<file path="src/rtl/ram_ctrl_pkg.sv">
// Shared widths and request types for the RAM request controller.
package ram_ctrl_pkg;

  localparam int RAM_ADDR_W = 10;
  localparam int RAM_DATA_W = 32;

  typedef logic [RAM_ADDR_W-1:0] ram_addr_t;
  typedef logic [RAM_DATA_W-1:0] ram_data_t;

  typedef struct packed {
    logic      we;
    ram_addr_t addr;
    ram_data_t wdata;
  } ram_req_t;

endpackage

</file>
<file path="src/rtl/ram_req_ctrl_if.sv">
// Request stream, response stream and RAM strobe bundle for ram_req_ctrl.
// slave = controller view, master = client/environment view.
interface ram_req_ctrl_if
  import ram_ctrl_pkg::*;
#(
  parameter int ADDR_W = RAM_ADDR_W,
  parameter int DATA_W = RAM_DATA_W
) ();

  logic              req_valid;
  logic              req_ready;
  logic              req_we;
  logic [ADDR_W-1:0] req_addr;
  logic [DATA_W-1:0] req_wdata;

  logic              rsp_valid;
  logic              rsp_ready;
  logic [DATA_W-1:0] rsp_rdata;

  logic              ram_cs_n;
  logic              ram_we_n;
  logic [ADDR_W-1:0] ram_addr;
  logic [DATA_W-1:0] ram_din;
  logic [DATA_W-1:0] ram_dout;

  modport slave (
    input  req_valid, req_we, req_addr, req_wdata, rsp_ready, ram_dout,
    output req_ready, rsp_valid, rsp_rdata, ram_cs_n, ram_we_n, ram_addr, ram_din
  );

  modport master (
    output req_valid, req_we, req_addr, req_wdata, rsp_ready, ram_dout,
    input  req_ready, rsp_valid, rsp_rdata, ram_cs_n, ram_we_n, ram_addr, ram_din
  );

endinterface

</file>
<file path="src/rtl/ram_rsp_buf.sv">
// In-order response FIFO with any depth >= 1; pointers wrap modulo DEPTH
// so non-power-of-2 depths work. Head is read combinationally so the
// response data is presented in the same cycle the entry becomes valid.
module ram_rsp_buf #(
  parameter  int DEPTH  = 3,
  parameter  int DATA_W = 32,
  localparam int PTR_W  = (DEPTH > 1) ? $clog2(DEPTH) : 1,
  localparam int CNT_W  = $clog2(DEPTH + 1)
) (
  input  logic              clk,
  input  logic              rst_n,
  input  logic              i_push,
  input  logic [DATA_W-1:0] i_push_data,
  input  logic              i_pop,
  output logic [CNT_W-1:0]  o_count,
  output logic              o_valid,
  output logic [DATA_W-1:0] o_head_data
);

  logic [DATA_W-1:0] r_mem [DEPTH];
  logic [PTR_W-1:0]  r_wr_ptr;
  logic [PTR_W-1:0]  r_rd_ptr;
  logic [CNT_W-1:0]  r_count;
  logic              w_empty;
  logic              w_full;
  logic              w_do_push;
  logic              w_do_pop;

  function automatic logic [PTR_W-1:0] ptr_inc(input logic [PTR_W-1:0] p);
    return (p == PTR_W'(DEPTH - 1)) ? '0 : p + PTR_W'(1);
  endfunction

  assign w_empty   = (r_count == '0);
  assign w_full    = (r_count == CNT_W'(DEPTH));
  assign w_do_pop  = i_pop & ~w_empty;
  // A push into a full buffer is only safe when the head leaves on the same edge.
  assign w_do_push = i_push & (~w_full | w_do_pop);

  // Entry storage: written at the tail, no reset needed for data.
  always_ff @(posedge clk) begin
    if (w_do_push) begin
      r_mem[r_wr_ptr] <= i_push_data;
    end
  end

  // Pointer and occupancy tracking; simultaneous push+pop leaves count alone.
  always_ff @(posedge clk) begin
    if (!rst_n) begin
      r_wr_ptr <= '0;
      r_rd_ptr <= '0;
      r_count  <= '0;
    end else begin
      if (w_do_push) r_wr_ptr <= ptr_inc(r_wr_ptr);
      if (w_do_pop)  r_rd_ptr <= ptr_inc(r_rd_ptr);
      unique case ({w_do_push, w_do_pop})
        2'b10:   r_count <= r_count + CNT_W'(1);
        2'b01:   r_count <= r_count - CNT_W'(1);
        default: r_count <= r_count;
      endcase
    end
  end

  assign o_count     = r_count;
  assign o_valid     = ~w_empty;
  assign o_head_data = r_mem[r_rd_ptr];

endmodule

</file>
<file path="src/rtl/ram_req_ctrl.sv">
// Valid/ready front-end for a single-port RAM with 1-cycle registered read.
// A read occupies one credit from acceptance until its response is popped,
// so the response buffer can never overflow regardless of rsp_ready.
module ram_req_ctrl
  import ram_ctrl_pkg::*;
#(
  parameter int ADDR_W    = RAM_ADDR_W,
  parameter int DATA_W    = RAM_DATA_W,
  parameter int RSP_DEPTH = 3
) (
  input logic           clk,
  input logic           rst_n,
  ram_req_ctrl_if.slave bus
);

  localparam int CNT_W = $clog2(RSP_DEPTH + 1);

  logic              r_inflight;
  logic [CNT_W-1:0]  w_count;
  logic [CNT_W:0]    w_credit_used;
  logic              w_req_ready;
  logic              w_req_fire;
  logic              w_rsp_valid;
  logic              w_rsp_pop;
  logic [DATA_W-1:0] w_rsp_rdata;
  logic [ADDR_W-1:0] w_ram_addr;
  logic [DATA_W-1:0] w_ram_din;

  // Credits depend only on registered state, so rsp_ready never reaches req_ready.
  assign w_credit_used = {1'b0, w_count} + {{CNT_W{1'b0}}, r_inflight};
  assign w_req_ready   = rst_n & (w_credit_used < (CNT_W + 1)'(RSP_DEPTH));
  assign w_req_fire    = bus.req_valid & w_req_ready;

  // RAM strobes follow the accepted request combinationally.
  assign w_ram_addr   = bus.req_addr;
  assign w_ram_din    = bus.req_wdata;
  assign bus.ram_cs_n = ~w_req_fire;
  assign bus.ram_we_n = ~(w_req_fire & bus.req_we);
  assign bus.ram_addr = w_ram_addr;
  assign bus.ram_din  = w_ram_din;

  // Marks the cycle in which the RAM presents read data for the last accepted read.
  always_ff @(posedge clk) begin
    if (!rst_n) begin
      r_inflight <= 1'b0;
    end else begin
      r_inflight <= w_req_fire & ~bus.req_we;
    end
  end

  assign w_rsp_pop = w_rsp_valid & bus.rsp_ready;

  ram_rsp_buf #(
    .DEPTH  (RSP_DEPTH),
    .DATA_W (DATA_W)
  ) u_buf (
    .clk         (clk),
    .rst_n       (rst_n),
    .i_push      (r_inflight),
    .i_push_data (bus.ram_dout),
    .i_pop       (w_rsp_pop),
    .o_count     (w_count),
    .o_valid     (w_rsp_valid),
    .o_head_data (w_rsp_rdata)
  );

  assign bus.req_ready = w_req_ready;
  assign bus.rsp_valid = w_rsp_valid;
  assign bus.rsp_rdata = w_rsp_rdata;

endmodule

</file>
<file path="src/flat_wrapper.sv">
// flat-port wrapper written by rule: the top's interface ports become plain ports
module ram_req_ctrl_flat import ram_ctrl_pkg::*;
#(
  parameter int ADDR_W    = RAM_ADDR_W,
  parameter int DATA_W    = RAM_DATA_W,
  parameter int RSP_DEPTH = 3
)
  (clk, rst_n, bus_req_valid, bus_req_we, bus_req_addr, bus_req_wdata, bus_rsp_ready, bus_ram_dout, bus_req_ready, bus_rsp_valid, bus_rsp_rdata, bus_ram_cs_n, bus_ram_we_n, bus_ram_addr, bus_ram_din);
  ram_req_ctrl_if #(.ADDR_W(ADDR_W), .DATA_W(DATA_W)) bus_i ();
  input logic clk;
  input logic rst_n;
  input wire logic [$bits(bus_i.req_valid)-1:0] bus_req_valid;
  input wire logic [$bits(bus_i.req_we)-1:0] bus_req_we;
  input wire logic [$bits(bus_i.req_addr)-1:0] bus_req_addr;
  input wire logic [$bits(bus_i.req_wdata)-1:0] bus_req_wdata;
  input wire logic [$bits(bus_i.rsp_ready)-1:0] bus_rsp_ready;
  input wire logic [$bits(bus_i.ram_dout)-1:0] bus_ram_dout;
  output wire logic [$bits(bus_i.req_ready)-1:0] bus_req_ready;
  output wire logic [$bits(bus_i.rsp_valid)-1:0] bus_rsp_valid;
  output wire logic [$bits(bus_i.rsp_rdata)-1:0] bus_rsp_rdata;
  output wire logic [$bits(bus_i.ram_cs_n)-1:0] bus_ram_cs_n;
  output wire logic [$bits(bus_i.ram_we_n)-1:0] bus_ram_we_n;
  output wire logic [$bits(bus_i.ram_addr)-1:0] bus_ram_addr;
  output wire logic [$bits(bus_i.ram_din)-1:0] bus_ram_din;
  assign bus_i.req_valid = bus_req_valid;
  assign bus_i.req_we = bus_req_we;
  assign bus_i.req_addr = bus_req_addr;
  assign bus_i.req_wdata = bus_req_wdata;
  assign bus_i.rsp_ready = bus_rsp_ready;
  assign bus_i.ram_dout = bus_ram_dout;
  assign bus_req_ready = bus_i.req_ready;
  assign bus_rsp_valid = bus_i.rsp_valid;
  assign bus_rsp_rdata = bus_i.rsp_rdata;
  assign bus_ram_cs_n = bus_i.ram_cs_n;
  assign bus_ram_we_n = bus_i.ram_we_n;
  assign bus_ram_addr = bus_i.ram_addr;
  assign bus_ram_din = bus_i.ram_din;
  ram_req_ctrl #(.ADDR_W(ADDR_W), .DATA_W(DATA_W), .RSP_DEPTH(RSP_DEPTH)) u_core (.clk(clk), .rst_n(rst_n), .bus(bus_i));
endmodule
</file>
<file path="config.mk">
export PLATFORM = sky130hd
export DESIGN_NAME = ram_req_ctrl_flat
export DESIGN_NICKNAME = d
export VERILOG_FILES = /design/src/rtl/ram_ctrl_pkg.sv /design/src/rtl/ram_req_ctrl_if.sv /design/src/rtl/ram_rsp_buf.sv /design/src/rtl/ram_req_ctrl.sv /design/src/flat_wrapper.sv
export SDC_FILE = /design/constraint.sdc
export NUM_CORES = 1
export LEC_CHECK = 0
export CAP_MARGIN = 15
export CORE_ASPECT_RATIO = 0.8
export CORE_UTILIZATION = 35
export DETAILED_ROUTE_END_ITERATION = 8
export PLACE_DENSITY = 0.71
export SKIP_LAST_GASP = 1
export SYNTH_ARGS = -nofsm -noshare
export SYNTH_HDL_FRONTEND = slang
export SYNTH_SLANG_ARGS = --single-unit
export TNS_END_PERCENT = 5
</file>
<file path="constraint.sdc">
create_clock -name clk -period 10.4 [get_ports clk]
set_clock_uncertainty 0.1 [all_clocks]
set_input_delay 3.12 -clock clk [delete_from_list [all_inputs] [get_ports clk]]
set_output_delay 3.12 -clock clk [all_outputs]
set_load 0.01 [all_outputs]
</file>
==> flow_summary.toml, run 1 <==
[detailed_routing]
wl_per_cell_um = 16.8
met1_length_um = 3210
drt_iter0_drc = 106
routed.top_layer = "met4"
drc = 18
via_per_inst = 4.74
met2_length_um = 4030
met3WireLength_um = 593
drt-pass1-iter-count = 6
vias = 2269
drt-total-wl_um = 8070
detail-route-antenna-nets = 0

[logic_synthesis]
synth-seq-area-share_pct = 71.6
ys_ff_latch = 105
synth-edff-count = 96
yosysWarnings = 0
synth_area_mm2 = 0.00428
syn_nets = 372
synth_cell_types = 25
async_flop_share_pct = 0
yosysTopAreaCell = "edfxtp_1"
synthTopCellsByArea = "edfxtp_1, mux2i_1, buf_4, dfxtp_1, o21ai_0"
netlist.area_leader.share_pct = 67.4
synthFlopType = "edfxtp_1"
postSynthAreaPerCell_um2 = 14.8
synth_cells = 290

[pwr]
power_density_mw_per_mm2 = 182
ir_worst_vdd_mv = 0.0933
p_leak_uw = 0.00165

[final_layout]
area_growth_pct = 22.1
antenna_cells = 0
nets = 408
layout-drive-gt1-share_pct = 9.37

[floorplanning]
start_util_pct = 36.6
die_h_um = 101
die_w_um = 126
core_mm2 = 0.0117
dieArea_mm2 = 0.0127
placementRows = 35
io_pins = 157

[sta]
fmax_mhz = 128
rsz0062_at_grt = "false"
finalMaxSlewViolations = 0
min_period_over_period_pct = 75.1
fin_crit_ns = 7.81
hold_violations = 0
timing.hold.ws_ns = 0.398
setup_viol = 0
relSlewSlack_pct = 28.6
tns_ns = 0
tightestPinTransition_ns = 1.07

[clock_tree]
cts_setup_buffers = 0
clkSinkCount = 105
numCtsBuffers = 9
cts_hold_buf = 0
cts_tree = "done"
clk_pin_slew_worst_paths_ns = 0.07
cts_htree_levels = 3
clockBufferDepth = 2
clk_latency_ns = 0.34
cts_resized = 0
cts_root_buf = "clkbuf_16"

[grt]
grt_max_degree = 65
grt_pass1_vias = 2229
overflow = 0
grt_pass1_wl_um = 11900
antenna_found_initial = 0
grt_usage_pct = 12.9

[setup_path]
critPathMaxFanout = 10
crit_top_cell = "clkdlybuf4s50_1"
crit_chain = "clkdlybuf4s50_1, and3b_1, nand3_1, clkdlybuf4s50_1"
crit_arrival_ns = 4.59
end_kind = "primary output"
critPathMaxStageDelay_ns = 0.67
slowest_stage = "clkdlybuf4s50_1"
path_class = "input port to primary output"
crit_required_ns = 7.18
start_kind = "input port"

[worst_hold_path]
hp-class = "flop to flop"

[status]
status = "complete, but fails checks"
violations = "design-rule violations"

[placed_design]
dp_hpwl_um = 5260
portBuffers = 72
place.gp.congestion = 0.670

[job]
maxCapViolations = 0
==> cells by family after synthesis <==
group,count (synthesis),synth area share (%)
muxes,34,7.96
and+or+nand+nor,53,5.56
buffers and inverters,55,8.80
DFF,105,71.6
AOI/OAI and AO/OA,38,4.80
xor gates and xnor gates,2,0.410
adders and majority gates,3,0.878
==> sequential cells by signal, indices dropped and copies added, names as in the netlist, named ones only <==
register / count
u_core.u_buf.r_mem: 96
u_core.u_buf.o_count: 2
u_core.u_buf.r_rd_ptr: 2
u_core.u_buf.r_wr_ptr: 2
u_core.r_inflight: 1
==> Yosys cell counts (2+ instances only) <==
master	instances
dfxtp_1	9
nor2_1	2
buf_4	45
or3_1	2
ha_1	3
o21ai_0	33
o21ai_2	2
clkbuf_1	8
mux2i_1	34
nor3b_1	2
nand2_1	39
a21boi_1	2
xnor2_1	2
edfxtp_1	96
==> area by class of cell <==
| type | count | area (um^2) |
|---|---|---|
| sequential | 105 | 3070 |
| clock buffer | 9 | 225 |
| timing repair buffer | 79 | 786 |
| multi-input combinational | 130 | 853 |
| fill | 1020 | 6470 |
| clock inverter | 7 | 103 |
| tap | 148 | 185 |
| inverter | 1 | 3.75 |
==> where the power goes <==
part | internal [uW] | leakage (uW) | total [uW] | switching (uW)
logic | 63.2 | 0.000554 | 102 | 38.7
clock network | 213 | 0.000156 | 361 | 148
registers | 469 | 0.000943 | 485 | 15.8
total | 745 | 0.00165 | 948 | 202
==> routing by layer <==
layer  vias to the layer above  global-route usage [%]
met5                         -                       0
met4                         0                    8.16
met3                        29                    4.62
met2                        80                    22.3
met1                      1080                    13.5
li1                       1080                       -
==> final timing paths <==
| kind | startpoint | endpoint | slack [ns] | depth (start not counted) |
|---|---|---|---|---|
| setup / recovery | rst_n | bus_ram_we_n | 2.59 | 4 |
| hold / removal | u_core.u_buf.r_rd_ptr[1]$_SDFFE_PN0P_ | flop | 0.40 | 2 |
| setup reg to reg | u_core.u_buf.o_count[0]$_SDFFE_PN0P_ | u_core.u_buf.o_count[1]$_SDFFE_PN0P_ | 8.45 | 5 |
| hold reg to reg | u_core.u_buf.r_rd_ptr[1]$_SDFFE_PN0P_ | flop | 0.40 | 2 |
==> per-stage QoR <==
step	power, uW	cell area [um^2]	util (%)	setup WS (ns)	cells
2_1_floorplan	554	4280	-	3.45	290
3_3_place_gp	596	4870	41.7	2.61	462
3_5_place_dp	598	4870	41.7	2.58	462
4_1_cts	961	5200	44.5	2.57	478
5_1_grt	980	5220	44.7	2.54	479
6_report	948	5220	44.7	2.59	479
==> layout by cell type, fill, tap and decap left out, types with 3 or more instances in the layout <==
cell type        count
buf_4                6
clkbuf_16            9
clkdlybuf4s50_1     72
clkinv_4             3
dfxtp_1              7
edfxtp_1            96
ha_1                 3
mux2i_1             34
nand2_1             39
o21ai_0             33
==> critical path: cells and delay by family <==
| family | cells | cell delay [ns] |
|---|---|---|
| buffers and inverters | 2 | 1.15 |
| and+or+nand+nor | 2 | 0.32 |
No activity file was read; power rests on OpenSTA's default activity.
==> inputs of run 2 (changes only) <==
- clock period: 10.4 -> 7.8 ns (I/O delays scaled with it)
==> flow_summary.toml, run 2 (synthesized netlist as in run 1, its figures left out) <==
[detailed_routing]
drt-total-wl_um = 8020
routed.top_layer = "met4"
met1_length_um = 3080
drt_iter0_drc = 112
drc = 18
met2_length_um = 4110
vias = 2267
wl_per_cell_um = 16.7
met3WireLength_um = 588
detail-route-antenna-nets = 0
via_per_inst = 4.73
drt-pass1-iter-count = 6

[setup_path]
end_kind = "primary output"
crit_top_cell = "clkdlybuf4s50_1"
crit_arrival_ns = 3.79
critPathTopFamily = "buffers and inverters"
reg2regPathDepth = 5
cp_num_cells = 4
crit_chain = "clkdlybuf4s50_1, and3b_1, nand3_1, clkdlybuf4s50_1"
critPathMaxStageDelay_ns = 0.65
slowest_stage = "clkdlybuf4s50_1"
critPathMaxFanout = 10
crit_required_ns = 5.36
rrSetupSlack_ns = 5.86
path_class = "input port to primary output"
start_kind = "input port"
path_buf_inv = 2

[grt]
overflow = 0
grt_pass1_wl_um = 11900
grt_max_degree = 65
grt_pass1_vias = 2250
antenna_found_initial = 0
grt_usage_pct = 12.9

[sta]
tns_ns = 0
relSlewSlack_pct = 27.9
min_period_over_period_pct = 79.8
timing.hold.ws_ns = 0.398
hold_violations = 0
rsz0062_at_grt = "false"
fin_crit_ns = 6.23
tightestPinTransition_ns = 1.08
fmax_mhz = 161
finalMaxSlewViolations = 0
setup_viol = 0

[clock_tree]
cts_hold_buf = 0
cts_tree = "done"
cts_htree_levels = 3
clk_latency_ns = 0.34
clk_pin_slew_worst_paths_ns = 0.07
clkSinkCount = 105
clockBufferDepth = 2
cts_setup_buffers = 0
cts_resized = 0
numCtsBuffers = 9
cts_root_buf = "clkbuf_16"

[status]
violations = "design-rule violations"
status = "complete, but fails checks"

[final_layout]
layout-drive-gt1-share_pct = 9.37
largest_register_ffs = 96
regMostFlops = "u_core.u_buf.r_mem"
nets = 408
mostFrequentLayoutCells = "edfxtp_1, clkdlybuf4s50_1, nand2_1"
area_growth_pct = 22.2
nFillCells = 1041
utilization_pct = 44.7
layout_commonest_cell = "edfxtp_1"
antenna_cells = 0

[pwr]
ir_worst_vdd_mv = 0.122
power_density_mw_per_mm2 = 241
p_leak_uw = 0.00166

[worst_hold_path]
hold_depth = 2
hp-class = "flop to flop"

[placed_design]
place.gp.congestion = 0.670
portBuffers = 72
dp_hpwl_um = 5260

[floorplanning]
core_mm2 = 0.0117
placementRows = 35
die_w_um = 126
die_h_um = 101
io_pins = 157
dieArea_mm2 = 0.0127
start_util_pct = 36.6

[job]
maxCapViolations = 0
## run 2: routing by layer
metal | global-route usage (%) | up-vias
met5 | 0 | -
met4 | 8.16 | 0
met3 | 4.56 | 31
met2 | 22.5 | 79
met1 | 13.5 | 1077
li1 | - | 1080
## run 2: layout make-up
| type | instances | area [um^2] | share of cell area [%] |
|---|---|---|---|
| clock buffer | 9 | 225 | 4.31 |
| clock inverter | 7 | 103 | 1.96 |
| inverter | 1 | 3.75 | 0.0718 |
| multi-input combinational | 130 | 853 | 16.3 |
| sequential | 105 | 3070 | 58.6 |
| tap | 148 | 185 | 3.54 |
| timing repair buffer | 79 | 793 | 15.2 |
## run 2: worst min-delay path: stages, from the launching register on
cell and delay (ns):
dfxtp_1 0.33, nand2_1 0.06, a21boi_1 0.07
## run 2: stage by stage
stage	cells	power [uW]	worst slack (ns)	area, um^2
6_report	479	1260	1.57	5230
4_1_cts	478	1280	1.54	5200
3_3_place_gp	462	795	1.57	4870
5_1_grt	479	1310	1.50	5230
3_5_place_dp	462	797	1.54	4870
2_1_floorplan	290	739	2.37	4280
## run 2: worst paths after layout
| path | startpoint | endpoint |
|---|---|---|
| max | rst_n | bus_ram_we_n |
| min | u_core.u_buf.r_rd_ptr[1]$_SDFFE_PN0P_ | flop |
| max reg2reg | u_core.u_buf.o_count[0]$_SDFFE_PN0P_ | u_core.u_buf.o_count[1]$_SDFFE_PN0P_ |
| min reg2reg | u_core.u_buf.r_rd_ptr[1]$_SDFFE_PN0P_ | flop |
## run 2: where the power goes
group / leakage, uW / total (uW) / switching [uW] / internal, uW
sequential: 0.000943 / 647 / 21.5 / 626
combinational: 0.000557 / 135 / 50.9 / 84.4
clock: 0.000156 / 479 / 196 / 284
total: 0.00166 / 1260 / 268 / 994
==> inputs of run 3 (changes only) <==
- clock period: 7.8 -> 5.9 ns (I/O delays scaled with it)
==> flow_summary.toml, run 3 (synthesized netlist as in run 1, its figures left out) <==
[floorplanning]
start_util_pct = 36.6
placementRows = 35
dieArea_mm2 = 0.0127
die_h_um = 101
die_w_um = 126
core_mm2 = 0.0117
io_pins = 157

[sta]
finalMaxSlewViolations = 0
worst_slack_ns = 0.833
tightestPinTransition_ns = 1.07
relSlewSlack_pct = 28.7
fmax_mhz = 197
fin_crit_ns = 5.07
timing.hold.ws_ns = 0.390
setup_viol = 0
min_period_over_period_pct = 85.9
rsz0062_at_grt = "false"
tns_ns = 0
hold_violations = 0

[setup_path]
reg2regPathDepth = 5
crit_arrival_ns = 3.20
path_class = "input port to primary output"
critPathMaxFanout = 10
start_kind = "input port"
end_kind = "primary output"
crit_required_ns = 4.03

[detailed_routing]
drt-pass1-iter-count = 8
detail-route-antenna-nets = 0
via_per_inst = 4.69
drc = 18
vias = 2245
drt_iter0_drc = 107
drt-total-wl_um = 8080
wl_per_cell_um = 16.9

[final_layout]
area_growth_pct = 20.9
antenna_cells = 0
largest_register_ffs = 96
nFillCells = 1050
regMostFlops = "u_core.u_buf.r_mem"
layout-drive-gt1-share_pct = 9.37
multi_input_area_um2 = 853
mostFrequentLayoutCells = "edfxtp_1, clkdlybuf4s50_1, nand2_1"
regArea_mm2 = 0.00307
layout_commonest_cell = "edfxtp_1"
nets = 408

[clock_tree]
cts_setup_buffers = 0
cts_resized = 0
cts_hold_buf = 0
clockBufferDepth = 2
cts_htree_levels = 3
clkSinkCount = 105
numCtsBuffers = 9
clk_latency_ns = 0.34
clk_pin_slew_worst_paths_ns = 0.07
cts_tree = "done"
cts_root_buf = "clkbuf_16"

[grt]
grt_usage_pct = 13.2
grt_pass1_wl_um = 12200
grt_pass1_vias = 2260
overflow = 0
antenna_found_initial = 0
grt_max_degree = 65

[placed_design]
dp_hpwl_um = 5280
place.gp.congestion = 0.668
post-place-ws_ns = 0.811
portBuffers = 72

[worst_hold_path]
hold_depth = 2
hp-class = "flop to flop"

[pwr]
ir_worst_vdd_mv = 0.189
p_leak_uw = 0.00163
power_density_mw_per_mm2 = 305

[job]
maxCapViolations = 0

[status]
violations = "design-rule violations"
status = "complete, but fails checks"
## run 3: cell types whose count changed in the layout (fill, tap and decap cells not counted), sizes merged
cell,previous run,this run
clkinv,3,4
bufinv,2,0
inv,2,3
## run 3: layout make-up
class	instances	area share [%]
Sequential cell	105	59.3
Multi-Input combinational cell	130	16.5
Timing Repair Buffer	79	15.2
Clock buffer	9	4.36
Tap cell	148	3.58
Clock inverter	7	1.02
Inverter	1	0.0726
## run 3: layer usage
| layer | part of all wire, % | GRT usage [%] |
|---|---|---|
| met2 | 52 | 23.0 |
| met3 | 7.4 | 4.46 |
| met5 | 0 | 0 |
| met4 | 2.3 | 7.04 |
| met1 | 39 | 14.3 |
## run 3: final timing paths
check	start	to	slack, ns
max	rst_n	bus_ram_we_n	0.83
min	u_core.u_buf.r_rd_ptr[0]$_SDFFE_PN0P_	flop	0.39
max reg2reg	u_core.u_buf.o_count[0]$_SDFFE_PN0P_	u_core.u_buf.o_count[1]$_SDFFE_PN0P_	3.96
min reg2reg	u_core.u_buf.r_rd_ptr[0]$_SDFFE_PN0P_	flop	0.39
## run 3: where the power goes
part           leakage [uW]  switching (uW)  total (uW)  internal [uW]
combinational      0.000554            67.3         179            111
sequential         0.000943            27.9         855            827
clock              0.000136             256         545            289
## run 3: worst max-delay path, cell delays in order
cell and delay, ns:
clkdlybuf4s50_1 0.65, and3b_1 0.23, nand3_1 0.08, clkdlybuf4s50_1 0.47
## run 3: per-stage QoR
step                total power, uW  util (%)  cell area (um^2)  instances
floorplan                       977         -              4280        290
global route                   1650      44.2              5170        479
finish                         1580      44.2              5170        479
detailed placement             1050      41.7              4870        462
CTS                            1600      44.1              5150        478
global placement               1050      41.7              4870        462
